[src/rtl/bus_initiator_if.sv]
// Command/bus/response bundle for the unit-bus initiator.
// master = initiator side, slave = the upstream/unit side driving its inputs.
interface bus_initiator_if #(
   parameter int WORDSIZE = 16
);
   logic                req_valid;
   logic                req_ready;
   logic [3:0]          req_unit;
   logic [3:0]          req_op;
   logic [WORDSIZE-1:0] req_a;
   logic [WORDSIZE-1:0] req_b;

   logic                bus_valid;
   logic [3:0]          bus_unit;
   logic [3:0]          bus_op;
   logic [WORDSIZE-1:0] bus_a;
   logic [WORDSIZE-1:0] bus_b;
   logic                bus_ack;
   logic [3:0]          bus_ack_unit;
   logic [WORDSIZE-1:0] bus_data;
   logic [7:0]          bus_flags;

   logic                rsp_valid;
   logic                rsp_ready;
   logic [WORDSIZE-1:0] rsp_data;
   logic [7:0]          rsp_flags;
   logic [1:0]          rsp_err;

   modport master (
      input  req_valid, req_unit, req_op, req_a, req_b,
      output req_ready,
      output bus_valid, bus_unit, bus_op, bus_a, bus_b,
      input  bus_ack, bus_ack_unit, bus_data, bus_flags,
      output rsp_valid, rsp_data, rsp_flags, rsp_err,
      input  rsp_ready
   );

   modport slave (
      output req_valid, req_unit, req_op, req_a, req_b,
      input  req_ready,
      input  bus_valid, bus_unit, bus_op, bus_a, bus_b,
      output bus_ack, bus_ack_unit, bus_data, bus_flags,
      input  rsp_valid, rsp_data, rsp_flags, rsp_err,
      output rsp_ready
   );
endinterface

[src/rtl/bus_initiator.sv]
// Single-outstanding unit-bus initiator: accepts a command, drives it on the
// unit bus until the addressed unit acks or a timeout expires, then returns a response.
module bus_initiator #(
   parameter int WORDSIZE = 16,
   parameter int TIMEOUT  = 16
) (
   input  logic            clk,
   input  logic            rst,
   bus_initiator_if.master bus
);

   typedef enum logic [1:0] {
      IDLE = 2'd0,
      WAIT = 2'd1,
      RESP = 2'd2
   } state_t;

   localparam logic [7:0] WAIT_LAST = 8'(TIMEOUT - 1);
   localparam logic [1:0] ERR_OK      = 2'b00;
   localparam logic [1:0] ERR_TIMEOUT = 2'b01;
   localparam logic [1:0] ERR_BADUNIT = 2'b10;

   // Only the ALU, register file and debug units exist on the bus.
   function automatic logic unit_valid(input logic [3:0] unit);
      unit_valid = (unit == 4'd1) || (unit == 4'd2) || (unit == 4'd3);
   endfunction

   state_t              state_r;
   logic                req_ready_r;
   logic                bus_valid_r;
   logic [3:0]          bus_unit_r;
   logic [3:0]          bus_op_r;
   logic [WORDSIZE-1:0] bus_a_r;
   logic [WORDSIZE-1:0] bus_b_r;
   logic                rsp_valid_r;
   logic [WORDSIZE-1:0] rsp_data_r;
   logic [7:0]          rsp_flags_r;
   logic [1:0]          rsp_err_r;
   logic [7:0]          wait_cnt_r;
   logic                ack_match_s;

   // Ack counts only when it comes from the unit currently being addressed.
   always_comb begin
      ack_match_s = 1'b0;
      if (bus.bus_ack && (bus.bus_ack_unit == bus_unit_r)) begin
         ack_match_s = 1'b1;
      end else begin
         ack_match_s = 1'b0;
      end
   end

   // Transaction FSM; all outputs are registered here.
   always_ff @(posedge clk or posedge rst) begin
      if (rst) begin
         state_r     <= IDLE;
         req_ready_r <= 1'b1;
         bus_valid_r <= 1'b0;
         bus_unit_r  <= 4'd0;
         bus_op_r    <= 4'd0;
         bus_a_r     <= {WORDSIZE{1'b0}};
         bus_b_r     <= {WORDSIZE{1'b0}};
         rsp_valid_r <= 1'b0;
         rsp_data_r  <= {WORDSIZE{1'b0}};
         rsp_flags_r <= 8'd0;
         rsp_err_r   <= ERR_OK;
         wait_cnt_r  <= 8'd0;
      end else begin
         case (state_r)
            IDLE: begin
               if (bus.req_valid && req_ready_r) begin
                  req_ready_r <= 1'b0;
                  if (unit_valid(bus.req_unit)) begin
                     state_r     <= WAIT;
                     bus_valid_r <= 1'b1;
                     bus_unit_r  <= bus.req_unit;
                     bus_op_r    <= bus.req_op;
                     bus_a_r     <= bus.req_a;
                     bus_b_r     <= bus.req_b;
                     wait_cnt_r  <= 8'd0;
                  end else begin
                     // Unknown unit: answer directly, never touch the bus.
                     state_r     <= RESP;
                     rsp_valid_r <= 1'b1;
                     rsp_data_r  <= {WORDSIZE{1'b0}};
                     rsp_flags_r <= 8'd0;
                     rsp_err_r   <= ERR_BADUNIT;
                  end
               end else begin
                  req_ready_r <= 1'b1;
               end
            end

            WAIT: begin
               if (ack_match_s || (wait_cnt_r == WAIT_LAST)) begin
                  state_r     <= RESP;
                  bus_valid_r <= 1'b0;
                  bus_unit_r  <= 4'd0;
                  bus_op_r    <= 4'd0;
                  bus_a_r     <= {WORDSIZE{1'b0}};
                  bus_b_r     <= {WORDSIZE{1'b0}};
                  rsp_valid_r <= 1'b1;
                  wait_cnt_r  <= 8'd0;
                  // A matching ack wins even on the last allowed cycle.
                  if (ack_match_s) begin
                     rsp_data_r  <= bus.bus_data;
                     rsp_flags_r <= bus.bus_flags;
                     rsp_err_r   <= ERR_OK;
                  end else begin
                     rsp_data_r  <= {WORDSIZE{1'b0}};
                     rsp_flags_r <= 8'd0;
                     rsp_err_r   <= ERR_TIMEOUT;
                  end
               end else begin
                  wait_cnt_r <= wait_cnt_r + 8'd1;
               end
            end

            RESP: begin
               if (bus.rsp_ready) begin
                  state_r     <= IDLE;
                  req_ready_r <= 1'b1;
                  rsp_valid_r <= 1'b0;
                  rsp_data_r  <= {WORDSIZE{1'b0}};
                  rsp_flags_r <= 8'd0;
                  rsp_err_r   <= ERR_OK;
               end else begin
                  rsp_valid_r <= 1'b1;
               end
            end

            default: begin
               state_r     <= IDLE;
               req_ready_r <= 1'b1;
               bus_valid_r <= 1'b0;
               bus_unit_r  <= 4'd0;
               bus_op_r    <= 4'd0;
               bus_a_r     <= {WORDSIZE{1'b0}};
               bus_b_r     <= {WORDSIZE{1'b0}};
               rsp_valid_r <= 1'b0;
               rsp_data_r  <= {WORDSIZE{1'b0}};
               rsp_flags_r <= 8'd0;
               rsp_err_r   <= ERR_OK;
               wait_cnt_r  <= 8'd0;
            end
         endcase
      end
   end

   assign bus.req_ready = req_ready_r;
   assign bus.bus_valid = bus_valid_r;
   assign bus.bus_unit  = bus_unit_r;
   assign bus.bus_op    = bus_op_r;
   assign bus.bus_a     = bus_a_r;
   assign bus.bus_b     = bus_b_r;
   assign bus.rsp_valid = rsp_valid_r;
   assign bus.rsp_data  = rsp_data_r;
   assign bus.rsp_flags = rsp_flags_r;
   assign bus.rsp_err   = rsp_err_r;

endmodule

[src/flat_wrapper.sv]
// flat-port wrapper written by rule: the top's interface ports become plain ports
module bus_initiator_flat 
#(
   parameter int WORDSIZE = 16,
   parameter int TIMEOUT  = 16
)
  (clk, rst, bus_req_valid, bus_req_unit, bus_req_op, bus_req_a, bus_req_b, bus_req_ready, bus_bus_valid, bus_bus_unit, bus_bus_op, bus_bus_a, bus_bus_b, bus_bus_ack, bus_bus_ack_unit, bus_bus_data, bus_bus_flags, bus_rsp_valid, bus_rsp_data, bus_rsp_flags, bus_rsp_err, bus_rsp_ready);
  bus_initiator_if #(.WORDSIZE(WORDSIZE)) bus_i ();
  input  logic clk;
  input  logic rst;
  input wire logic [$bits(bus_i.req_valid)-1:0] bus_req_valid;
  input wire logic [$bits(bus_i.req_unit)-1:0] bus_req_unit;
  input wire logic [$bits(bus_i.req_op)-1:0] bus_req_op;
  input wire logic [$bits(bus_i.req_a)-1:0] bus_req_a;
  input wire logic [$bits(bus_i.req_b)-1:0] bus_req_b;
  output wire logic [$bits(bus_i.req_ready)-1:0] bus_req_ready;
  output wire logic [$bits(bus_i.bus_valid)-1:0] bus_bus_valid;
  output wire logic [$bits(bus_i.bus_unit)-1:0] bus_bus_unit;
  output wire logic [$bits(bus_i.bus_op)-1:0] bus_bus_op;
  output wire logic [$bits(bus_i.bus_a)-1:0] bus_bus_a;
  output wire logic [$bits(bus_i.bus_b)-1:0] bus_bus_b;
  input wire logic [$bits(bus_i.bus_ack)-1:0] bus_bus_ack;
  input wire logic [$bits(bus_i.bus_ack_unit)-1:0] bus_bus_ack_unit;
  input wire logic [$bits(bus_i.bus_data)-1:0] bus_bus_data;
  input wire logic [$bits(bus_i.bus_flags)-1:0] bus_bus_flags;
  output wire logic [$bits(bus_i.rsp_valid)-1:0] bus_rsp_valid;
  output wire logic [$bits(bus_i.rsp_data)-1:0] bus_rsp_data;
  output wire logic [$bits(bus_i.rsp_flags)-1:0] bus_rsp_flags;
  output wire logic [$bits(bus_i.rsp_err)-1:0] bus_rsp_err;
  input wire logic [$bits(bus_i.rsp_ready)-1:0] bus_rsp_ready;
  assign bus_i.req_valid = bus_req_valid;
  assign bus_i.req_unit = bus_req_unit;
  assign bus_i.req_op = bus_req_op;
  assign bus_i.req_a = bus_req_a;
  assign bus_i.req_b = bus_req_b;
  assign bus_req_ready = bus_i.req_ready;
  assign bus_bus_valid = bus_i.bus_valid;
  assign bus_bus_unit = bus_i.bus_unit;
  assign bus_bus_op = bus_i.bus_op;
  assign bus_bus_a = bus_i.bus_a;
  assign bus_bus_b = bus_i.bus_b;
  assign bus_i.bus_ack = bus_bus_ack;
  assign bus_i.bus_ack_unit = bus_bus_ack_unit;
  assign bus_i.bus_data = bus_bus_data;
  assign bus_i.bus_flags = bus_bus_flags;
  assign bus_rsp_valid = bus_i.rsp_valid;
  assign bus_rsp_data = bus_i.rsp_data;
  assign bus_rsp_flags = bus_i.rsp_flags;
  assign bus_rsp_err = bus_i.rsp_err;
  assign bus_i.rsp_ready = bus_rsp_ready;
  bus_initiator #(.WORDSIZE(WORDSIZE), .TIMEOUT(TIMEOUT)) u_core (.clk(clk), .rst(rst), .bus(bus_i));
endmodule
[config.mk]
export PLATFORM = sky130hd
export DESIGN_NAME = bus_initiator_flat
export DESIGN_NICKNAME = d
export VERILOG_FILES = /design/src/rtl/bus_initiator_if.sv /design/src/rtl/bus_initiator.sv /design/src/flat_wrapper.sv
export SDC_FILE = /design/constraint.sdc
export NUM_CORES = 1
export LEC_CHECK = 0
export CAP_MARGIN = 0
export CORE_ASPECT_RATIO = 1.2
export CORE_MARGIN = 2
export CORE_UTILIZATION = 35
export DETAILED_ROUTE_END_ITERATION = 10
export PLACE_DENSITY = 0.82
export REMOVE_ABC_BUFFERS = 1
export SKIP_LAST_GASP = 1
export SLEW_MARGIN = 40
export SYNTH_ARGS = -nofsm -noshare
export SYNTH_HDL_FRONTEND = slang
export SYNTH_SLANG_ARGS = --single-unit
export TNS_END_PERCENT = 50
[constraint.sdc]
create_clock -name clk -period 2.6 [get_ports clk]
set_clock_uncertainty 0.05 [all_clocks]
set_input_delay 0.39 -clock clk [delete_from_list [all_inputs] [get_ports clk]]
set_output_delay 0.39 -clock clk [all_outputs]
set_load 0.02 [all_outputs]
==> key figures <==
Run status
  • Status: complete, no violations

Clock tree
  • Setup Buffers After CTS: 0
  • CTS tree: yes
  • H-tree levels: 3
  • Hold buffers post-CTS: 0
  • CTS Root Cell: clkbuf_8
  • Clock Latency Late Sink: 340 ps
  • TritonCTS Buffers: 9
  • Clock Path Buffers: 2
  • CTS-repair resized insts: 0
  • Clock sink count: 79
  • Worst-path clk slew: about 90 ps

Drt
  • Vias per cell: 5.03
  • Via count: 2925
  • Avg WL per Cell: roughly 15 microns
  • DRT Pass-1 Iters: 5
  • First-iteration detailed-routing DRC count: 182
  • Post-Route WL: 9000 microns
  • DRC viols: 0
  • Detail Route Antenna Nets: 0

Final layout
  • N_diodes: 0
  • Share of post-route cells with drive strength above 1: 7.58%
  • Layout Nets: 531
  • P&R area growth vs syn: 54.8%
  • Final instance area: 5130 sq um

Critical path
  • WP data arrival: approximately 2600 ps
  • Critical path class: reg -> reg
  • Startpoint types: flip-flop
  • RR Startpoint: u_core.wait_cnt_r[0]
  • CP required: 2770 ps
  • Worst setup EP type: flip-flop
  • FF-to-FF setup slack: ~200 ps
  • FF-to-FF End: u_core.bus.bus_b[0]
  • Crit path max fanout: 18
  • R2R cell count: 7

Yosys
  • Top cells by area, synth: dfrtp_1 (59%), o21ai_0 (11%), a22o_1 (6.6%)
  • Post-synth top cells: dfrtp_1 (78), o21ai_0 (72), nand2_1 (45)
  • #FFs+latches synth: slightly below 80
  • Main synth FF type: dfrtp_1
  • Synth area leader: dfrtp_1
  • Post-Synthesis Cells: 317
  • Mapped cell area: 3310 sq um
  • Post-synthesis sequential area ratio: 59.8%
  • Synth cell types: 37
  • Top-count cell post-synth: dfrtp_1
  • Area share of the largest cell type after synthesis: between 50 and 60%
  • Post-synth ARST share: 100%
  • Yosys Warn Count: 0
  • EDFF count, synth: 0
  • Synthesized area per cell: 10.4 sq um

Power and ir drop
  • Pwr/cell area: 991 nW/um^2
  • Int Pwr: between 3 and 4 mW
  • Leak: between 2 and 2.5 nW
  • Peak VDD IR: 0.558 mV
  • Sequential share of power: between 30% and 40%
  • Combinational power share: 42.7%
  • Switching pwr: 1.88 mW
  • Clock power share: approximately a fifth
  • Switching portion of total power: 37.0%

STA
  • Post-Route Setup TNS: 0 ps
  • Min Tclk post-route: 2400 ps
  • Hold Fails Final Rpt: 0
  • Tcrit/Tclk final: 92.4%
  • Worst-Margin Slew: 587 ps
  • F_max: 416 MHz
  • Max-slew headroom: 60.8%
  • RSZ-0062 raised after global routing: false
  • Fin. max-slew vios: 0
  • Setup slack after layout: 197 ps
  • Final setup vio count: 0

Floorplanning
  • Die W: roughly 93 microns
  • Die Area: 10300 sq um
  • Die height: 111 microns
  • Core Area: roughly 9100 sq um
  • IO Pins: between 100 and 150
  • Starting Density: 36.3%
  • Num rows: 38

Global routing
  • Pin count of the biggest net entering global routing: 48
  • Initial antenna violation count: 0
  • First-pass GRT wire length: 14400 microns
  • GR Overflow Total: 0
  • Total GRT Usage: 17.6%
  • Vias in the first global route: between 2000 and 3000

Run
  • Max-cap violations: 0

Placed design
  • PortBufs: around 140
  • Placed Area: a little under 5000 sq um
  • Post-DP HPWL: 6400 microns
  • Worst slack at placement: -54.9 ps
  • Routability-driven placement congestion ratio: 0.819

Worst hold path
  • Worst Hold Class: in -> async
how the worst max path moves through the flow:
stage	from	endpoint	slack, ps
5_1_grt	u_core.wait_cnt_r[0]	u_core.bus.bus_b[13]	20
2_1_floorplan	u_core.wait_cnt_r[0]	u_core.bus.bus_valid	-550
4_1_cts	u_core.wait_cnt_r[0]	u_core.bus.bus_b[0]	220
3_3_place_gp	bus_req_unit[1]	u_core.bus.bus_a[15]	90
3_5_place_dp	bus_req_unit[1]	u_core.bus.bus_b[0]	-50
6_report	u_core.wait_cnt_r[0]	u_core.bus.bus_b[0]	200
registers in the layout, indices dropped and copies added (netlist names):
name                  cells
u_core.bus.bus_a         16
u_core.bus.bus_b         16
u_core.bus.bus_op         4
u_core.bus.bus_unit       4
u_core.bus.bus_valid      1
u_core.bus.req_ready      1
u_core.bus.rsp_data      16
u_core.bus.rsp_err        2
u_core.bus.rsp_flags      8
u_core.bus.rsp_valid      1
u_core.state_r            2
u_core.wait_cnt_r         8
cell usage in the layout (no fill, tap or decap), drive strengths merged, types with 2 or more instances in the layout:
master and n:
clkdlybuf4s50 141, o21ai 81, dfrtp 78, nand2 45
a22o 25, a21oi 11, buf 11, clkbuf 10
nor2 9, a31oi 6, and2 5, nand2b 5
nand3 4, clkinv 4, xor2 3, bufinv 3
and3 2, a21o 2, o21a 2, nor3 2
mux2 2
per-layer routing:
layer	global-route usage (%)	vias to the layer above	share of wire [%]
met4	5.39	0	1.3
met5	0	-	0
li1	-	1398	-
met3	5.93	12	8.2
met1	23.7	1390	45
met2	26.8	125	46
cell families after synthesis:
kind of cell | after synthesis | synth area share (%)
AOI/OAI and AO/OA | 130 | 23.5
muxes | 2 | 0.680
xor gates and xnor gates | 4 | 1.06
and+or+nand+nor | 76 | 10.7
adders and majority gates | 1 | 0.378
buffers and inverters | 25 | 3.89
DFF | 79 | 59.8
critical path, cell delays in order, from the launching register on:
cell      delay [ps]
dfrtp_1          440
ha_1             240
and3_1           230
a21o_1           210
a21oi_4          150
nand2b_1         500
buf_4            320
o21ai_0          140
power groups by stage:
stage                     registers (mW)  clock network [mW]  logic [mW]
after floorplan                     2.21                   0       0.670
after global placement              1.84                   0        2.12
after detailed placement            1.85                   0        2.18
after CTS                           1.84                1.10        2.18
after global routing                1.88                1.15        2.34
final                               1.84                1.07        2.17
area by class of cell:
class | count | area [sq um]
clock inverters | 6 | 109
multi-input cells | 213 | 1230
well taps | 120 | 150
flip-flops and latches | 79 | 1980
clock buffers | 10 | 128
inverters | 2 | 8.76
repair buffers | 152 | 1520
fillers | 776 | 4000
stage by stage:
step | hold slack (ps) | power (mW) | instances | util (%)
floorplan | 410 | 2.88 | 294 | -
global placement | 423 | 3.96 | 566 | 53.6
detailed placement | 440 | 4.03 | 566 | 53.6
CTS | 374 | 5.12 | 582 | 56.2
global route | 388 | 5.38 | 582 | 56.2
finish | 369 | 5.08 | 582 | 56.2
Note: power is estimated with default switching activity, not from simulation.
